$ cat src/rtl/sram_axi_bridge.sv
// Bridges the CPU's instruction and data SRAM-like ports onto one AXI master.
// At most one transaction is outstanding per CPU port; responses route by ID.
module sram_axi_bridge #(
  parameter int ADDR_W = 32,
  parameter int DATA_W = 32
) (
  input  logic                clk,
  input  logic                resetn,

  input  logic                inst_sram_req,
  input  logic                inst_sram_wr,
  input  logic [1:0]          inst_sram_size,
  input  logic [DATA_W/8-1:0] inst_sram_wstrb,
  input  logic [ADDR_W-1:0]   inst_sram_addr,
  input  logic [DATA_W-1:0]   inst_sram_wdata,
  output logic                inst_sram_addr_ok,
  output logic                inst_sram_data_ok,
  output logic [DATA_W-1:0]   inst_sram_rdata,

  input  logic                data_sram_req,
  input  logic                data_sram_wr,
  input  logic [1:0]          data_sram_size,
  input  logic [DATA_W/8-1:0] data_sram_wstrb,
  input  logic [ADDR_W-1:0]   data_sram_addr,
  input  logic [DATA_W-1:0]   data_sram_wdata,
  output logic                data_sram_addr_ok,
  output logic                data_sram_data_ok,
  output logic [DATA_W-1:0]   data_sram_rdata,

  output logic [3:0]          arid,
  output logic [ADDR_W-1:0]   araddr,
  output logic [2:0]          arsize,
  output logic                arvalid,
  input  logic                arready,

  input  logic [3:0]          rid,
  input  logic [DATA_W-1:0]   rdata,
  input  logic                rvalid,
  output logic                rready,

  output logic [ADDR_W-1:0]   awaddr,
  output logic [2:0]          awsize,
  output logic                awvalid,
  input  logic                awready,

  output logic [DATA_W-1:0]   wdata,
  output logic [DATA_W/8-1:0] wstrb,
  output logic                wvalid,
  input  logic                wready,

  input  logic                bvalid,
  output logic                bready
);

  localparam int STRB_W = DATA_W / 8;

  typedef enum logic {
    AR_IDLE,
    AR_SEND
  } ar_state_e;

  typedef enum logic [1:0] {
    W_IDLE,
    W_SEND,
    W_WAITB
  } w_state_e;

  ar_state_e           ar_state_q, ar_state_d;
  logic [ADDR_W-1:0]   ar_addr_q,  ar_addr_d;
  logic [1:0]          ar_size_q,  ar_size_d;
  logic                ar_id_q,    ar_id_d;

  w_state_e            w_state_q,  w_state_d;
  logic [ADDR_W-1:0]   aw_addr_q,  aw_addr_d;
  logic [1:0]          aw_size_q,  aw_size_d;
  logic [STRB_W-1:0]   w_strb_q,   w_strb_d;
  logic [DATA_W-1:0]   w_data_q,   w_data_d;
  logic                aw_pend_q,  aw_pend_d;
  logic                w_pend_q,   w_pend_d;

  logic                inst_busy_q, inst_busy_d;
  logic                data_busy_q, data_busy_d;

  logic                data_rd_cand, data_wr_cand, inst_rd_cand;
  logic                inst_grant, data_rd_grant, data_wr_grant;
  logic                r_inst, r_data, b_data;

  // Qualifying with resetn keeps every handshake output low while reset is held.
  assign data_rd_cand = resetn & data_sram_req & ~data_sram_wr & ~data_busy_q;
  assign data_wr_cand = resetn & data_sram_req &  data_sram_wr & ~data_busy_q;
  assign inst_rd_cand = resetn & inst_sram_req & ~inst_busy_q;

  assign r_inst = resetn & rvalid & (rid == 4'd0);
  assign r_data = resetn & rvalid & (rid == 4'd1);
  assign b_data = resetn & bvalid;

  always_comb begin
    ar_state_d    = ar_state_q;
    ar_addr_d     = ar_addr_q;
    ar_size_d     = ar_size_q;
    ar_id_d       = ar_id_q;
    inst_grant    = 1'b0;
    data_rd_grant = 1'b0;
    unique case (ar_state_q)
      AR_IDLE: begin
        if (data_rd_cand) begin
          data_rd_grant = 1'b1;
          ar_addr_d     = data_sram_addr;
          ar_size_d     = data_sram_size;
          ar_id_d       = 1'b1;
          ar_state_d    = AR_SEND;
        end else if (inst_rd_cand) begin
          inst_grant = 1'b1;
          ar_addr_d  = inst_sram_addr;
          ar_size_d  = inst_sram_size;
          ar_id_d    = 1'b0;
          ar_state_d = AR_SEND;
        end
      end
      AR_SEND: begin
        if (arready) ar_state_d = AR_IDLE;
      end
    endcase
  end

  always_comb begin
    w_state_d     = w_state_q;
    aw_addr_d     = aw_addr_q;
    aw_size_d     = aw_size_q;
    w_strb_d      = w_strb_q;
    w_data_d      = w_data_q;
    aw_pend_d     = aw_pend_q;
    w_pend_d      = w_pend_q;
    data_wr_grant = 1'b0;
    unique case (w_state_q)
      W_IDLE: begin
        if (data_wr_cand) begin
          data_wr_grant = 1'b1;
          aw_addr_d     = data_sram_addr;
          aw_size_d     = data_sram_size;
          w_strb_d      = data_sram_wstrb;
          w_data_d      = data_sram_wdata;
          aw_pend_d     = 1'b1;
          w_pend_d      = 1'b1;
          w_state_d     = W_SEND;
        end
      end
      W_SEND: begin
        // AW and W complete independently, in either order or together.
        if (awready) aw_pend_d = 1'b0;
        if (wready)  w_pend_d  = 1'b0;
        if (!aw_pend_d && !w_pend_d) w_state_d = W_WAITB;
      end
      W_WAITB: begin
        if (bvalid) w_state_d = W_IDLE;
      end
      default: w_state_d = W_IDLE;
    endcase
  end

  assign inst_busy_d = (inst_busy_q & ~r_inst) | inst_grant;
  assign data_busy_d = (data_busy_q & ~(r_data | b_data)) | data_rd_grant | data_wr_grant;

  always_ff @(posedge clk or negedge resetn) begin
    if (!resetn) begin
      ar_state_q  <= AR_IDLE;
      ar_addr_q   <= '0;
      ar_size_q   <= '0;
      ar_id_q     <= 1'b0;
      w_state_q   <= W_IDLE;
      aw_addr_q   <= '0;
      aw_size_q   <= '0;
      w_strb_q    <= '0;
      w_data_q    <= '0;
      aw_pend_q   <= 1'b0;
      w_pend_q    <= 1'b0;
      inst_busy_q <= 1'b0;
      data_busy_q <= 1'b0;
    end else begin
      ar_state_q  <= ar_state_d;
      ar_addr_q   <= ar_addr_d;
      ar_size_q   <= ar_size_d;
      ar_id_q     <= ar_id_d;
      w_state_q   <= w_state_d;
      aw_addr_q   <= aw_addr_d;
      aw_size_q   <= aw_size_d;
      w_strb_q    <= w_strb_d;
      w_data_q    <= w_data_d;
      aw_pend_q   <= aw_pend_d;
      w_pend_q    <= w_pend_d;
      inst_busy_q <= inst_busy_d;
      data_busy_q <= data_busy_d;
    end
  end

  assign inst_sram_addr_ok = inst_grant;
  assign data_sram_addr_ok = data_rd_grant | data_wr_grant;
  assign inst_sram_data_ok = r_inst;
  assign data_sram_data_ok = r_data | b_data;
  assign inst_sram_rdata   = rdata;
  assign data_sram_rdata   = rdata;

  assign arvalid = (ar_state_q == AR_SEND);
  assign arid    = {3'b000, ar_id_q};
  assign araddr  = ar_addr_q;
  assign arsize  = {1'b0, ar_size_q};
  assign rready  = resetn;

  assign awvalid = (w_state_q == W_SEND) & aw_pend_q;
  assign awaddr  = aw_addr_q;
  assign awsize  = {1'b0, aw_size_q};
  assign wvalid  = (w_state_q == W_SEND) & w_pend_q;
  assign wdata   = w_data_q;
  assign wstrb   = w_strb_q;
  assign bready  = resetn;

  logic unused_inst_write;
  assign unused_inst_write = ^{inst_sram_wr, inst_sram_wstrb, inst_sram_wdata};

endmodule

$ cat config.mk
export PLATFORM = sky130hd
export DESIGN_NAME = sram_axi_bridge
export DESIGN_NICKNAME = d
export VERILOG_FILES = /design/src/rtl/sram_axi_bridge.sv
export SDC_FILE = /design/constraint.sdc
export NUM_CORES = 1
export LEC_CHECK = 0
export ABC_AREA = 1
export BUFFER_PORTS_ARGS = -buffer_cell sky130_fd_sc_hd__buf_2
export CAP_MARGIN = 20
export CORE_AREA = 2 2 143 145
export DETAILED_ROUTE_END_ITERATION = 12
export DIE_AREA = 0 0 145 147
export PLACE_DENSITY = 0.64
export SLEW_MARGIN = 20
export SYNTH_ARGS = -nofsm -noshare
export SYNTH_HDL_FRONTEND = slang
export SYNTH_SLANG_ARGS = --single-unit
$ cat constraint.sdc
create_clock -name clk -period 1.45 [get_ports clk]
set_input_delay 0.0725 -clock clk [delete_from_list [all_inputs] [get_ports clk]]
set_output_delay 0.0725 -clock clk [all_outputs]
set_load 0.02 [all_outputs]
==> impl_metrics.tcl, run 1 <==
set metrics [dict create \
    drv_cap 0 \
    r2r_cells 6 \
    worst-path-stages 5 \
    drv_slew 0 \
    setup_violations 0 \
    yosysWarnings 0 \
    die_w_um 145 \
    hpwlAfterDp_um 11700 \
    wl_per_cell_um 14.6 \
    h-tree-depth 3 \
    core-area_um2 19800 \
    clockRootBuffer "clkbuf_16" \
    outcome "finished, final reports clean" \
    clk_latency_ns 0.36 \
    antenna_found_initial 0 \
    syn_area_um2 5490 \
    start_kind "flip-flop" \
    hold_path_depth 3 \
    power_density_nw_per_um2 1820 \
    totalWireLength_um 17900 \
    tightest_slew_ns 0.565 \
    setup_ws_ns 0.00927 \
    drive_gt1_frac 0.303 \
    initial_utilization 0.277 \
    top_layer "met4" \
    ant_nets 0 \
    peakVddDrop_mv 0.659 \
    vias_per_cell 4.24 \
    synthCells 687 \
    fin_crit_sh 0.994 \
    crit_type "flip-flop to primary output" \
    final_core_util 0.405 \
    instances_no_fill 1229 \
    synth_top_area_share 0.510 \
    critPathTopFamily "flip-flops" \
    wl_met2_um 8790 \
    endpoint_kind "primary output" \
    drc 0 \
    tritoncts "done" \
    max_stage_delay_ns 0.44 \
    hp-class "input pin to flip-flop" \
    nets 1141 \
    area_growth_pct 46.5 \
    dp.cells 1103 \
    synth_seq_cells 112 \
    wirelength_met1_um 7420 \
    routabilityCongestion 0.756 \
    holdWs_ns 0.00612 \
    grt_max_degree 49 \
    finClkSkew_ns 0.00874 \
    clk_pin_slew_ns 0.08 \
    antenna_cells 0 \
    worstPathMaxFanout 4 \
    cp_common_cell "buf_6" \
    met3_length_um 1060 \
    die_h_um 147 \
    synth.largest_area_cell "dfrtp_1" \
    slew_headroom 0.623 \
    numCtsBuffers 9 \
    path_cells "nor2_8 > buf_6 > nand3_4 > nand2_4 > buf_6" \
    ioPinCount 370 \
    track_usage 0.167 \
    final.setup.tns_ns 0 \
    rsz0062_at_grt "true" \
    fillers 1958 \
    clock_sinks 112 \
    die_area_um2 21300 \
    drtPass1Iterations 5 \
    grt-ovfl-total 0 \
    syn_area_per_cell_um2 8.00 \
    synth_area_leaders "dfrtp_1, nand2_1, buf_4" \
    fin_crit_ns 1.44 \
    grt_pass1_wl_um 28200 \
    num_rows 52 \
    required_ns 1.38 \
    vias 5208 \
    power_leakage_nw 4.56 \
    io_buffers 231 \
    ys_types 21 \
    fmax_mhz 694 \
    grt_pass1_vias 5375 \
    cts.path.max_buffers 2 \
    synth_seq_area_share 0.510 \
    drt_iter0_drc 225 \
    dp_slack_ns 0.0284 \
    critPathArrivalTime_ns 1.37 \
    path_buf_inv 2 \
    finalHoldViolCount 0 \
    critPathSlowestCell "dfrtp_2" \
]
==> synthesized netlist by cell type, drive strengths merged <==
cell and count:
nand2 225, dfrtp 112, buf 94, inv 82, o21ai 73, nand3 71, clkbuf 13, nor2 12
nand4 2, a21oi 1, conb 1, o211ai 1
==> registers in the layout, summed over array words and instances (netlist names) <==
signal / count
wstrb: 4
arvalid: 1
w_state_q: 2
aw_size_q: 2
araddr: 32
ar_id_q: 1
aw_pend_q: 1
w_pend_q: 1
ar_size_q: 2
awaddr: 32
data_busy_q: 1
wdata: 32
inst_busy_q: 1
==> metal layers <==
metal	track usage	vias up
met5	0	-
met4	0.0891	0
met3	0.0326	55
met2	0.280	211
met1	0.205	2363
li1	-	2579
==> cell type report <==
| type | instances | area (um2) | area share |
|---|---|---|---|
| Tap cell | 270 | 338 | 0.0420 |
| Clock buffer | 10 | 229 | 0.0285 |
| Timing Repair Buffer | 359 | 2530 | 0.315 |
| Sequential cell | 112 | 2800 | 0.349 |
| Clock inverter | 6 | 90.1 | 0.0112 |
| Multi-Input combinational cell | 390 | 1740 | 0.216 |
| Inverter | 82 | 308 | 0.0383 |
==> worst register-to-register path, cell delays in order (launching register included) <==
cell,delay (ns)
dfrtp_2,0.44
nor2_8,0.13
buf_6,0.13
nand3_4,0.10
buf_4,0.17
buf_12,0.15
o21ai_0,0.20
==> report_power, final <==
group	switching [mW]	total (mW)	leakage, nW	internal [mW]
combinational	4.12	6.47	3.01	2.35
sequential	0.821	5.47	1.39	4.65
clock	1.21	2.74	0.153	1.53
total	6.15	14.7	4.56	8.52
==> cells in the final DEF (no fill, tap or decap), drive strengths merged <==
cell type / count
a21oi: 1
buf: 256
bufinv: 2
clkbuf: 11
clkinv: 1
clkinvlp: 1
conb: 5
dfrtp: 112
dlygate4sd3: 102
inv: 84
nand2: 225
nand3: 71
nand4: 2
nor2: 12
o211ai: 1
o21ai: 73
==> final timing paths <==
kind	slack (ns)	startpoint	end
min	0.006	data_sram_size[1]	aw_size_q[1]$_DFFE_PN0P_
max in group asynchronous	0.31	resetn	wdata[1]$_DFFE_PN0P_
max reg2reg	0.05	data_busy_q$_DFF_PN0_	awaddr[16]$_DFFE_PN0P_
max	0.009	data_busy_q$_DFF_PN0_	data_sram_addr_ok
min reg2reg	0.47	ar_id_q$_DFFE_PN0P_	ar_id_q$_DFFE_PN0P_
min in group asynchronous	0.28	resetn	awaddr[14]$_DFFE_PN0P_
==> kinds of logic after synthesis <==
| group | synth area share |
|---|---|
| buffers and inverters | 0.184 |
| AO/OA/AOI/OAI | 0.0688 |
| other | 0.000683 |
| flip-flops | 0.510 |
| AND/OR/NAND/NOR | 0.236 |
==> through the flow <==
stage,total power [mW],instance area [um2]
after floorplan,9.41,5510
after global placement,11.5,6570
after detailed placement,11.7,6570
after CTS,14.8,8030
after global routing,15.7,8050
final,14.7,8050
==> repair_timing <==
item / 4_1_cts / 5_1_grt
endpoints found under the hold margin: 128 / 0
setup buffers: 7 / 1
pin swaps: 3 / 0
endpoints found under the setup margin: 2 / 48
hold buffers: 102 / 0
gates resized for setup: 14 / 15
cloned: 1 / 1
No activity file was read; power rests on OpenSTA's default activity.
==> run 2, diff against run 1 <==
clock period = 1.6 ns   (was 1.45 ns; I/O delays follow)
==> run 2 against run 1 <==
The flow now finishes with violations (hold timing). Final cell count decreased by 1.4%. Setup slack improved by 0.061 ns. Sequential share of layout area is 0.77 points higher. Utilization down 0.88 points. Critical path type unchanged. Critical endpoint is now inst_sram_addr_ok. Largest cell class unchanged.
==> impl_metrics.tcl, run 2 (synthesized netlist as in run 1, its figures left out) <==
set metrics [dict create \
    antenna_found_initial 0 \
    grt-ovfl-total 0 \
    drtPass1Iterations 5 \
    dpl_cell_area_um2 6500 \
    r2r-start "data_busy_q$_DFF_PN0_" \
    dp_slack_ns 0.217 \
    tritoncts "done" \
    violations "hold timing" \
    totalWireLength_um 17600 \
    drv_cap 0 \
    drv_slew 0 \
    hp-class "input pin to async pin" \
    drt_iter0_drc 248 \
    io_buffers 231 \
    cts.path.max_buffers 2 \
    die_area_um2 21300 \
    required_ns 1.52 \
    area_growth_pct 43.3 \
    tightest_slew_ns 0.545 \
    drive_gt1_frac 0.309 \
    crit_start "data_busy_q$_DFF_PN0_" \
    nets 1125 \
    finClkSkew_ns 0.00998 \
    instances_no_fill 1212 \
    clock_sinks 112 \
    fin_crit_ns 1.53 \
    critPathSlowestCell "dfrtp_2" \
    fmax_mhz 654 \
    core-area_um2 19800 \
    worstPathMaxFanout 6 \
    final_core_util 0.397 \
    clk_latency_ns 0.35 \
    slew_headroom 0.636 \
    path_cells "nor2_8 > nand2_4 > buf_12 > nand2_4 > inv_2 > buf_6" \
    setup_violations 0 \
    drc 0 \
    antenna_cells 0 \
    vias 5218 \
    num_rows 52 \
    endpoint_kind "primary output" \
    fin_area_um2 7870 \
    ioPinCount 370 \
    power_leakage_nw 4.52 \
    critPathArrivalTime_ns 1.45 \
    cp_common_cell "nand2_4" \
    vias_per_cell 4.31 \
    peakVddDrop_mv 0.755 \
    power_density_nw_per_um2 1680 \
    p_total_mw 13.2 \
    die_h_um 147 \
    grt_pass1_wl_um 27400 \
    mostFrequentLayoutCells "buf_2, nand2_1, dfrtp_1" \
    initial_utilization 0.277 \
    dp.cells 1103 \
    routabilityCongestion 0.793 \
    max_stage_delay_ns 0.44 \
    ant_nets 0 \
    grt_pass1_vias 5099 \
    h-tree-depth 3 \
    fillers 1963 \
    die_w_um 145 \
    final.setup.tns_ns 0 \
    numCtsBuffers 9 \
    fin_crit_sh 0.956 \
    hpwlAfterDp_um 11600 \
    finalHoldViolCount 24 \
    clockRootBuffer "clkbuf_16" \
    start_kind "flip-flop" \
    grt_max_degree 64 \
    track_usage 0.163 \
    crit_type "flip-flop to primary output" \
    wl_per_cell_um 14.5 \
    outcome "finished with violations" \
    clk_pin_slew_ns 0.07 \
    final_common_cell "buf_2" \
    holdWs_ns -0.0118 \
    setup_ws_ns 0.0698 \
]
[run 2: cell count changes in the layout (fill, tap and decap cells not counted), moves of 2 or more]
cell           delta
buf_12            -3
buf_4             +9
buf_6             -3
bufbuf_16         +2
clkbuf_8          +2
clkinv_4          +2
dlygate4sd3_1    -22
inv_1             +2
inv_2             -2
inv_6             -2
o21ai_0           +5
o21ai_1           -2
o21ai_2           -3
[run 2: layout make-up]
type	count	area, um2	area share
multi-input combinational	390	1730	0.220
clock inverter	4	77.6	0.00986
timing repair buffer	343	2360	0.300
sequential	112	2800	0.356
clock buffer	11	253	0.0321
tap	270	338	0.0429
inverter	82	308	0.0391
[run 2: timing repair]
item                       CTS  global route
resized for setup            8            10
cloned                       2             1
pin swaps                    2             2
hold endpoints to repair   117             0
hold buffers                80             0
setup buffers                4             7
setup endpoints to repair    2             2
[run 2: path summary, 6_finish.rpt]
check / end / slack (ns) / depth (start not counted)
worst max-delay path: inst_sram_addr_ok / 0.07 / 6
worst max register to register: wdata[17]$_DFFE_PN0P_ / 0.13 / 5
worst min register to register: ar_id_q$_DFFE_PN0P_ / 0.48 / 2
max in group asynchronous: araddr[2]$_DFFE_PN0P_ / 0.47 / 4
worst min-delay path: awaddr[28]$_DFFE_PN0P_ / -0.01 / 3
min in group clk: awaddr[28]$_DFFE_PN0P_ / 0.01 / 3
[run 2: metal layers]
metal,vias up,wire [um],GRT usage
met5,-,0,0
met2,212,8810,0.284
met1,2424,7310,0.196
met4,0,480,0.0644
met3,42,1040,0.0373
li1,2540,-,-
[run 2: where the power goes]
group	leakage [nW]	switching, mW	internal, mW	total, mW
clock	0.162	1.06	1.46	2.51
sequential	1.39	0.716	4.21	4.93
combinational	2.97	3.71	2.09	5.80
[run 2: critical path: cells and delay by family, from the launching register on]
kind                   cells  cell delay [ns]
flip-flops                 1             0.44
buffers and inverters      3             0.29
AND/OR/NAND/NOR            3             0.37
==> run 3, diff against run 2 <==
clock period = 1.8 ns   (was 1.6 ns; I/O delays follow)
==> run 3 against run 2 <==
Routed wire length fell by 5.3%. The flow still finishes with violations (hold timing). Critical path type is now input pin to primary output. Utilization decreased by 2.1 points. Combinational power shrank 14%. Worst hold slack lost 0.049 ns. Final cell count fell by 2.1%. Die area did not move.
==> impl_metrics.tcl, run 3 (synthesized netlist as in run 1, its figures left out) <==
set metrics [dict create \
    ant_nets 0 \
    peakVddDrop_mv 0.453 \
    endpoint_kind "primary output" \
    drv_slew 0 \
    p_total_mw 11.4 \
    die_area_um2 21300 \
    drt_iter0_drc 218 \
    required_ns 1.71 \
    slew_headroom 0.495 \
    clk_latency_ns 0.35 \
    drv_cap 0 \
    final_core_util 0.376 \
    numCtsBuffers 9 \
    dpl_cell_area_um2 6450 \
    drc 0 \
    area_growth_pct 35.7 \
    routabilityCongestion 0.779 \
    hp-class "input pin to async pin" \
    ioPinCount 370 \
    dp_slack_ns 0.223 \
    totalWireLength_um 16700 \
    finalHoldViolCount 54 \
    setup_violations 0 \
    hpwlAfterDp_um 11700 \
    violations "hold timing" \
    fin_crit_sh 0.900 \
    vias_per_cell 4.25 \
    h-tree-depth 3 \
    setup_ws_ns 0.180 \
    antenna_found_initial 1 \
    fin_crit_ns 1.62 \
    post_cts_resized 0 \
    initial_utilization 0.277 \
    nets 1098 \
    clockRootBuffer "clkbuf_16" \
    vias 5050 \
    grt_pass1_vias 5087 \
    wl_per_cell_um 14.1 \
    worstPathMaxFanout 17 \
    core-area_um2 19800 \
    fmax_mhz 617 \
    power_leakage_nw 4.31 \
    finClkSkew_ns 0.0120 \
    clock_sinks 112 \
    cts.path.max_buffers 2 \
    io_buffers 231 \
    power_density_nw_per_um2 1520 \
    crit_type "input pin to primary output" \
    critPathArrivalTime_ns 1.53 \
    holdWs_ns -0.0603 \
    tightest_slew_ns 0.757 \
    drtPass1Iterations 6 \
    num_rows 52 \
    die_w_um 145 \
    tritoncts "done" \
    grt_pass1_wl_um 26400 \
    clk_pin_slew_ns 0.08 \
    die_h_um 147 \
    final_common_cell "buf_2" \
    track_usage 0.155 \
    final.setup.tns_ns 0 \
    fin_area_um2 7450 \
    start_kind "input pin" \
    grt-ovfl-total 0 \
    outcome "finished with violations" \
    drive_gt1_frac 0.298 \
    mostFrequentLayoutCells "buf_2, nand2_1, dfrtp_1" \
    grt_max_degree 74 \
    rsz0062_at_grt "false" \
]
run 3: layout make-up:
| type | instances | area [um2] |
|---|---|---|
| well taps | 270 | 338 |
| diodes | 1 | 2.50 |
| multi-input cells | 390 | 1700 |
| inverters | 82 | 308 |
| clock inverters | 5 | 38.8 |
| clock buffers | 11 | 253 |
| flip-flops and latches | 112 | 2800 |
| fillers | 2026 | 12400 |
| repair buffers | 316 | 2010 |
run 3: path summary, 6_finish.rpt:
check | from | end | depth (start not counted) | slack (ns)
setup / recovery | resetn | data_sram_data_ok | 6 | 0.18
hold / removal | resetn | araddr[23]$_DFFE_PN0P_ | 2 | -0.06
setup reg to reg | data_busy_q$_DFF_PN0_ | araddr[9]$_DFFE_PN0P_ | 8 | 0.30
hold reg to reg | ar_id_q$_DFFE_PN0P_ | ar_id_q$_DFFE_PN0P_ | 2 | 0.48
max in group asynchronous | resetn | aw_pend_q$_DFFE_PN0P_ | 4 | 0.72
min in group clk | inst_sram_addr[0] | araddr[0]$_DFFE_PN0P_ | 5 | 0.01
run 3: routing by layer:
| metal | share of wire | GRT usage | vias to the layer above |
|---|---|---|---|
| met5 | 0 | 0 | - |
| met4 | 0.033 | 0.0772 | 0 |
| met3 | 0.062 | 0.0311 | 39 |
| met2 | 0.49 | 0.268 | 191 |
| met1 | 0.42 | 0.185 | 2334 |
| li1 | - | - | 2486 |
run 3: metrics by stage:
stage	instances	hold WS [ns]
final	1187	-0.0603
after global placement	1100	0.107
after floorplan	691	-0.206
after detailed placement	1100	0.109
after global routing	1187	0.00945
after CTS	1183	-0.0169
run 3: what timing repair did:
action,4_1_cts,5_1_grt
hold buffers,67,0
hold endpoints to repair,78,0
endpoints found under the setup margin,0,2
buffers inserted,0,3
run 3: worst max-delay path, stage by stage:
cell and delay (ns):
buf_4 0.11, dlygate4sd3_1 0.57, buf_4 0.24, nand4_1 0.17
nand2_1 0.16, buf_2 0.19
run 3: power breakdown:
part | leakage [nW] | internal [mW] | switching, mW
registers | 1.39 | 3.74 | 0.622
clock network | 0.143 | 1.03 | 0.985
logic | 2.77 | 1.75 | 3.24
total | 4.31 | 6.52 | 4.85
